**config.mk**
```make
export PLATFORM = sky130hd
export DESIGN_NAME = fifo_wr_arbiter
export DESIGN_NICKNAME = d
export VERILOG_FILES = /design/src/rtl/fifo_wr_arbiter.sv
export SDC_FILE = /design/constraint.sdc
export NUM_CORES = 1
export LEC_CHECK = 0
export ABC_AREA = 0
export CAP_MARGIN = 20
export CELL_PAD_IN_SITES_DETAIL_PLACEMENT = 0
export CELL_PAD_IN_SITES_GLOBAL_PLACEMENT = 1
export CORE_MARGIN = 2
export CORE_UTILIZATION = 30
export CTS_CLUSTER_DIAMETER = 40
export DETAILED_ROUTE_END_ITERATION = 6
export PLACE_DENSITY_LB_ADDON = 0.1
export SLEW_MARGIN = 20
export SYNTH_ARGS = -nofsm -noshare
export SYNTH_HDL_FRONTEND = slang
export SYNTH_SLANG_ARGS = --single-unit
export TNS_END_PERCENT = 100
```
**constraint.sdc**
```tcl
create_clock -name clk_i -period 6.4 [get_ports clk_i]
set_input_delay 1.28 -clock clk_i [delete_from_list [all_inputs] [get_ports clk_i]]
set_output_delay 1.28 -clock clk_i [all_outputs]
set_load 0.02 [all_outputs]
```
**src/rtl/fifo_wr_arbiter.sv**
```systemverilog
// fifo_wr_arbiter: round-robin arbiter sharing one fifo write port among NUM_REQ producers, with burst lock
//
// Ports:
//   clk_i        clock, all state changes on the rising edge
//   reset_i      asynchronous active-high reset
//   req_i        per-requester write request, held with data until granted
//   last_i       per-requester final-beat flag, qualified by req_i
//   data_i       flattened requester data, requester k at [k*WIDTH +: WIDTH]
//   gnt_o        one-hot combinational accept
//   fifo_full_i  fifo full flag
//   fifo_wr_o    fifo write strobe (|gnt_o)
//   fifo_data_o  data of the granted requester, 0 when nothing is granted
//   owner_o      registered lock owner index
//   busy_o       high while a requester holds the lock
module fifo_wr_arbiter #(
    parameter int NUM_REQ   = 4,
    parameter int WIDTH     = 8,
    parameter int IDX_LEN   = 2,
    parameter int MAX_BURST = 4,
    parameter int CNT_LEN   = 3
) (
    input  logic                     clk_i,
    input  logic                     reset_i,
    input  logic [NUM_REQ-1:0]       req_i,
    input  logic [NUM_REQ-1:0]       last_i,
    input  logic [NUM_REQ*WIDTH-1:0] data_i,
    output logic [NUM_REQ-1:0]       gnt_o,
    input  logic                     fifo_full_i,
    output logic                     fifo_wr_o,
    output logic [WIDTH-1:0]         fifo_data_o,
    output logic [IDX_LEN-1:0]       owner_o,
    output logic                     busy_o
);

    typedef enum logic {IDLE, LOCKED} state_t;

    state_t             state_q, state_d;
    logic [IDX_LEN-1:0] rr_ptr_q, rr_ptr_d;
    logic [IDX_LEN-1:0] owner_q, owner_d;
    logic [CNT_LEN-1:0] beat_cnt_q, beat_cnt_d;
    logic [CNT_LEN-1:0] beat_nxt;
    logic [IDX_LEN-1:0] win;
    logic               found;
    logic [NUM_REQ-1:0] gnt;
    int                 k;

    function automatic logic [IDX_LEN-1:0] next_idx(input logic [IDX_LEN-1:0] x);
        return (x == IDX_LEN'(NUM_REQ - 1)) ? '0 : x + 1'b1;
    endfunction

    // Round-robin search starting at rr_ptr, wrapping explicitly at NUM_REQ
    always_comb begin
        found = 1'b0;
        win   = '0;
        k     = 0;
        for (int i = 0; i < NUM_REQ; i++) begin
            k = int'(rr_ptr_q) + i;
            if (k >= NUM_REQ) k = k - NUM_REQ;
            if (!found && req_i[k]) begin
                found = 1'b1;
                win   = IDX_LEN'(k);
            end
        end
    end

    assign beat_nxt = beat_cnt_q + 1'b1;

    always_comb begin
        state_d    = state_q;
        rr_ptr_d   = rr_ptr_q;
        owner_d    = owner_q;
        beat_cnt_d = beat_cnt_q;
        gnt        = '0;
        if (state_q == IDLE) begin
            if (found && !fifo_full_i) begin
                gnt[win] = 1'b1;
                if (last_i[win] || MAX_BURST == 1) begin
                    rr_ptr_d = next_idx(win);
                end else begin
                    state_d    = LOCKED;
                    owner_d    = win;
                    beat_cnt_d = CNT_LEN'(1);
                end
            end
        end else if (!req_i[owner_q]) begin
            // Owner gave up the lock: release now, re-arbitrate next cycle
            state_d    = IDLE;
            rr_ptr_d   = next_idx(owner_q);
            beat_cnt_d = '0;
        end else if (!fifo_full_i) begin
            gnt[owner_q] = 1'b1;
            beat_cnt_d   = beat_nxt;
            if (last_i[owner_q] || beat_nxt == CNT_LEN'(MAX_BURST)) begin
                state_d    = IDLE;
                rr_ptr_d   = next_idx(owner_q);
                beat_cnt_d = '0;
            end
        end
    end

    always_ff @(posedge clk_i or posedge reset_i) begin
        if (reset_i) begin
            state_q    <= IDLE;
            rr_ptr_q   <= '0;
            owner_q    <= '0;
            beat_cnt_q <= '0;
        end else begin
            state_q    <= state_d;
            rr_ptr_q   <= rr_ptr_d;
            owner_q    <= owner_d;
            beat_cnt_q <= beat_cnt_d;
        end
    end

    // Grant is combinational, so it must be masked while reset is held
    assign gnt_o     = reset_i ? '0 : gnt;
    assign fifo_wr_o = |gnt_o;
    assign owner_o   = owner_q;
    assign busy_o    = (state_q == LOCKED);

    always_comb begin
        fifo_data_o = '0;
        for (int i = 0; i < NUM_REQ; i++)
            fifo_data_o = fifo_data_o | (data_i[i*WIDTH +: WIDTH] & {WIDTH{gnt_o[i]}});
    end

endmodule

```
==> results of run 1 <==
[layer usage]
metal,vias to the layer above,track usage,part of all wire
met5,-,0,0
met3,0,0.0411,0.078
met2,49,0.334,0.49
li1,624,-,-
met4,0,0.0156,0
met1,582,0.225,0.43
[worst min-delay path, stage by stage, from the launching register on]
cell     delay [ps]
dfrtp_1         390
inv_1            70
mux2i_1          60
[sequential cells by signal, indices dropped and copies added, names as in the netlist]
signal      count
beat_cnt_q      3
rr_ptr_q        2
busy_o          1
owner_o         2
[Yosys cell counts (2+ instances only)]
cell      count
nor3b_1       3
dfrtp_1       8
a22oi_4       2
o21ai_0       3
nor2_1        7
a21oi_1       4
mux2i_1       3
inv_1         9
o211a_1       2
nor3_2        3
a22oi_1      17
nand2b_1      5
ha_1         10
a221oi_1      2
nor3_1        2
nor2b_1       3
nand2_1       5
o21ai_1      11
clkbuf_1      3
or4_1         2
or3b_1        2
nand3_1       5
[power groups by stage]
stage / sequential (W) / clock, W / combinational [W]
finish: 0.000116 / 0.0000611 / 0.000408
global route: 0.000121 / 0.0000652 / 0.000454
CTS: 0.000116 / 0.0000624 / 0.000412
detailed placement: 0.000117 / 0 / 0.000409
global placement: 0.000116 / 0 / 0.000405
floorplan: 0.000104 / 0 / 0.000282
[worst max path at each step]
stage / from / endpoint / slack (ps)
after floorplan: req_i[1] / fifo_data_o[0] / 2060
after global placement: req_i[1] / fifo_data_o[6] / 1020
after detailed placement: req_i[1] / fifo_data_o[3] / 930
after CTS: req_i[1] / fifo_data_o[3] / 930
after global routing: req_i[1] / fifo_data_o[3] / 650
final: req_i[1] / fifo_data_o[3] / 950
[layout make-up]
type                       instances  area (um^2)
multi-input combinational        111          863
timing repair buffer              58          581
inverter                           9         33.8
sequential                         8          200
fill                             354         1850
clock buffer                       3         41.3
tap                               48         60.1
[cells by family (layout without fill, tap and decap cells)]
kind of cell,after synthesis,after routing,synth area share
DFF,8,8,0.178
xor gates and xnor gates,1,1,0.00779
muxes,5,5,0.0701
and+or+nand+nor,43,43,0.232
adders and majority gates,10,10,0.111
AOI/OAI and AO/OA,52,52,0.346
buffers and inverters,14,70,0.0545
[metrics by stage]
stage	util	setup WS, ps
after global placement	0.478	1020
after detailed placement	0.478	932
after global routing	0.490	654
final	0.490	947
after floorplan	-	2060
after CTS	0.490	932
==> flow_metrics.tcl, run 1 <==
set metrics [dict create \
    synthToLayoutAreaGrowth_pct 58.2 \
    die_h_um 65.2 \
    cp-end-kind "output port" \
    cp_slowest_cell "clkdlybuf4s50_1" \
    regToRegSetupSlack_ps 4170 \
    hold_buffers 0 \
    layout_commonest_cell "clkdlybuf4s50_1" \
    status "finished, final reports clean" \
    clkTransAtPathRegs_ps 40 \
    worstSetupPathType "primary input to output port" \
    clk_latency_ps 230 \
    n_antenna_cell 0 \
    switching_power_w 0.000276 \
    drive_gt1_frac 0.0688 \
    portBuffers 58 \
    critPathTopFamily "buffers and inverters" \
    ys_ff_latch 8 \
    drt.antenna.violating_nets 0 \
    switching_share 0.472 \
    root_buffer "clkbuf_8" \
    synth_top_area_frac 0.178 \
    tightest_slew_ps 606 \
    routed_wl_um 3640 \
    fin_crit_ps 5450 \
    grt_max_degree 14 \
    timing.final.crit_share 0.852 \
    hold_start "beat_cnt_q[1]$_DFFE_PP0P_" \
    antenna_found_initial 0 \
    cp_slowest_stage_delay_ps 620 \
    p_clk_frac 0.105 \
    finalWeightedCongestion 0.746 \
    yosysWarnings 0 \
    ir_worst_vdd_mv 0.201 \
    power.leakage_nw 0.722 \
    pwr-share-comb 0.698 \
    hold_viol_final 0 \
    final_cell_count_no_fill 237 \
    pwr-share-seq 0.198 \
    dp.cells 234 \
    slew_violations 0 \
    syn-num-nets 186 \
    avgRoutedWirePerCell_um 15.4 \
    num_io_pins 59 \
    max-cap-violations 0 \
    numCtsBuffers 3 \
    vias 1255 \
    synth_top_cell_by_area "dfrtp_1" \
    place_area_um2 1740 \
    grtUsageTotal 0.182 \
    holdWs_ps 561 \
    clock-sinks 8 \
    async_reset_ff_frac 1.00 \
    yosysSeqAreaShare 0.178 \
    avgSynthCellArea_um2 8.46 \
    core_area_um2 3630 \
    drt_iter0_drc 55 \
    finalSetupTns_ps 0 \
    grt_overflow 0 \
    r2r-start "rr_ptr_q[0]$_DFFE_PP0P_" \
    crit_buf_inv 4 \
    firstDrtPassIters 4 \
    die_w_um 65.2 \
    r2r_cells 7 \
    htreeDepth 1 \
    start_kind "primary input" \
    setup_violations 0 \
    synth-edff-count 0 \
    rsz0062_at_grt "no" \
    cts_setup_buffers 0 \
    final_area_um2 1780 \
    grt_pass1_wl_um 6220 \
    post-route-drc-count 0 \
    arrival_ps 4170 \
    synth_cells 133 \
    skew_ps 4.17 \
    internal_power_w 0.000309 \
    routed_via_density 5.30 \
    dp_hpwl_um 2940 \
    hold_end "beat_cnt_q[1]$_DFFE_PP0P_" \
    grt_pass1_vias 1322 \
    pwr_density_cell_nw_per_um2 328 \
    min_path_cells 2 \
    nets 244 \
    total_power_w 0.000584 \
    cp_data_required_time_ps 5120 \
    path_cells "clkdlybuf4s50_1 -> inv_1 -> o211a_1 -> or2_1 -> inv_1 -> ha_1 -> a22oi_1 -> nor2_1 -> a22oi_1 -> o21ai_1 -> clkdlybuf4s50_1" \
    hp-class "flip-flop to flip-flop" \
    ctsResizeCount 0 \
    ys.flop_type "dfrtp_1" \
    num_rows 22 \
    die-area_um2 4250 \
    syn-cell-area_um2 1120 \
    clk_path_buf_depth 2 \
    worst_r2r_endpoint "beat_cnt_q[2]$_DFFE_PP0P_" \
    final_cell_mix "clkdlybuf4s50_1, a22oi_1, o21ai_1, ha_1, inv_1" \
    synth_area_leaders "dfrtp_1, a22oi_1, ha_1, o21ai_1, a22oi_4" \
    cts_tree "yes" \
    slew-limit-headroom 0.593 \
    synth_cell_type_count 44 \
    path_max_fanout 8 \
    start_util 0.310 \
    cp_num_cells 11 \
    clock.fmax_ghz 0.183 \
]
No activity file was read; power rests on OpenSTA's default activity.
==> inputs of run 2 (changes only) <==
--- a/config.mk
+++ b/config.mk
@@ -9,6 +9,7 @@
 export CAP_MARGIN = 20
 export CELL_PAD_IN_SITES_DETAIL_PLACEMENT = 0
 export CELL_PAD_IN_SITES_GLOBAL_PLACEMENT = 1
+export CORE_ASPECT_RATIO = 1.2
 export CORE_MARGIN = 2
 export CORE_UTILIZATION = 30
 export CTS_CLUSTER_DIAMETER = 40
==> constraint.sdc (replaced) <==
create_clock -name clk_i -period 6.4 [get_ports clk_i]
set_input_delay 1.28 -clock clk_i [delete_from_list [all_inputs] [get_ports clk_i]]
set_output_delay 1.28 -clock clk_i [all_outputs]
set_load 0.1 [all_outputs]
==> run 2 against run 1 <==
Against the previous run:
- utilization fell by 0.81 points
- via count rose by 2.7%
- flip-flop and latch count did not move
- final cell count fell by 3.8%
- first-iteration DRC count fell by 15%
- fmax rose by 4.7%
- hold slack got worse by 12 ps
- final area fell by 2.5%
- sequential share of layout area rose by 0.28 points
- combinational power rose by 41%
- non-clock buffer count did not move
- highest routed layer is now met4
==> flow_metrics.tcl, run 2 (same netlist as run 1, synthesis figures left out) <==
set metrics [dict create \
    portBuffers 58 \
    clock-sinks 8 \
    pre_cts_ws_ps 1180 \
    slew-limit-headroom 0.345 \
    firstDrtPassIters 4 \
    hp-class "flip-flop to flip-flop" \
    cts_setup_buffers 0 \
    regMostFlops "beat_cnt_q" \
    switching_power_w 0.000453 \
    clk_path_buf_depth 2 \
    n_antenna_cell 0 \
    fin_crit_ps 5210 \
    wl_met1_um 1400 \
    hold_start "beat_cnt_q[1]$_DFFE_PP0P_" \
    synthToLayoutAreaGrowth_pct 54.3 \
    utilization 0.482 \
    clock.fmax_ghz 0.192 \
    timing.critical_path.from "req_i[1]" \
    hold_buffers 0 \
    drt.antenna.violating_nets 0 \
    fillerInstances 345 \
    clkTransAtPathRegs_ps 50 \
    root_buffer "clkbuf_8" \
    final_cell_mix "clkdlybuf4s50_1, a22oi_1, buf_4, o21ai_1, ha_1" \
    antenna_found_initial 0 \
    drive_gt1_frac 0.138 \
    grt_pass1_wl_um 5510 \
    finalSetupTns_ps 0 \
    cp_slowest_cell "clkdlybuf4s50_1" \
    pwr-share-seq 0.152 \
    top_layer_used "met4" \
    max-cap-violations 0 \
    numCtsBuffers 3 \
    vias 1289 \
    die-area_um2 4260 \
    die_w_um 59.9 \
    grtUsageTotal 0.167 \
    path_cells "clkdlybuf4s50_1 -> inv_1 -> o211a_1 -> or2_1 -> inv_1 -> ha_1 -> a22oi_1 -> nor2_1 -> a22oi_1 -> o21ai_1 -> buf_4" \
    htreeDepth 1 \
    grt_overflow 0 \
    status "finished, final reports clean" \
    rsz0062_at_grt "no" \
    setup_violations 0 \
    dp_hpwl_um 2930 \
    num_io_pins 59 \
    grt_pass1_vias 1218 \
    start_util 0.312 \
    die_h_um 71.1 \
    cp-end-kind "output port" \
    hold_viol_final 0 \
    post-route-drc-count 0 \
    grt_max_degree 14 \
    drt_iter0_drc 47 \
    ctsResizeCount 0 \
    switching_share 0.601 \
    timing.final.crit_share 0.814 \
    cts_tree "yes" \
    arrival_ps 3930 \
    r2r-start "rr_ptr_q[0]$_DFFE_PP0P_" \
    internal_power_w 0.000300 \
    p_clk_frac 0.084 \
    ir_worst_vdd_mv 0.162 \
    wl_met3_um 292 \
    start_kind "primary input" \
    layout_commonest_cell "clkdlybuf4s50_1" \
    finalWeightedCongestion 0.737 \
    setup_ws_ps 1190 \
    worstSetupPathType "primary input to output port" \
    cp_slowest_stage_delay_ps 530 \
    avgRoutedWirePerCell_um 15.5 \
    largest_reg_flops 3 \
    cp_data_required_time_ps 5120 \
    routed_wl_um 3540 \
    path_max_fanout 8 \
    pwr-share-comb 0.764 \
    tightest_slew_ps 979 \
    nets 244 \
    slew_violations 0 \
    clk_latency_ps 230 \
    power.leakage_nw 0.746 \
    total_power_w 0.000753 \
    num_rows 24 \
    routed_via_density 5.65 \
    holdWs_ps 548 \
    skew_ps 1.99 \
    pwr_density_cell_nw_per_um2 434 \
    wl_met2_um 1800 \
    core_area_um2 3600 \
]
## run 2: cell types whose count changed in the layout (fill, tap and decap cells not counted)
cell | previous run | this run
buf_4 | 0 | 13
clkdlybuf4s50_1 | 58 | 45
## run 2: path summary, 6_finish.rpt
path	to	slack, ps	depth (start not counted)
setup / recovery	fifo_data_o[1]	1190	11
hold / removal	beat_cnt_q[1]$_DFFE_PP0P_	550	2
min in group asynchronous	rr_ptr_q[0]$_DFFE_PP0P_	1720	2
max in group asynchronous	owner_o[0]$_DFFE_PP0P_	4420	2
hold reg to reg	beat_cnt_q[1]$_DFFE_PP0P_	550	2
setup reg to reg	beat_cnt_q[2]$_DFFE_PP0P_	4070	7
## run 2: per-layer routing
| metal | up-vias | global-route usage |
|---|---|---|
| li1 | 626 | - |
| met1 | 604 | 0.180 |
| met2 | 54 | 0.316 |
| met3 | 5 | 0.0293 |
| met4 | 0 | 0.0519 |
| met5 | - | 0 |
## run 2: cell type report
cell class	instances	area, um^2	area share
Timing Repair Buffer	58	548	0.316
Inverter	9	33.8	0.0195
Multi-Input combinational cell	111	863	0.497
Clock buffer	3	41.3	0.0238
Tap cell	39	48.8	0.0281
Sequential cell	8	200	0.115
## run 2: worst max-delay path, delay by kind of cell
kind                     cells  cell delay [ps]
AND/OR/NAND/NOR              2              780
AO/OA/AOI/OAI                4              660
adder cells (fa/ha/maj)      1              150
buffers and inverters        4             1060
## run 2: power by group through the flow
stage	combinational [W]	sequential, W	clock (W)
final	0.000575	0.000115	0.0000634
after global routing	0.000615	0.000120	0.0000678
after CTS	0.000581	0.000115	0.0000651
after detailed placement	0.000580	0.000115	0
after global placement	0.000575	0.000115	0
after floorplan	0.000402	0.000160	0
## run 2: through the flow
step                      area [um^2]  std cells
after floorplan                  1120        133
after global placement           1690        225
after detailed placement         1690        225
after CTS                        1740        228
after global routing             1740        228
final                            1740        228
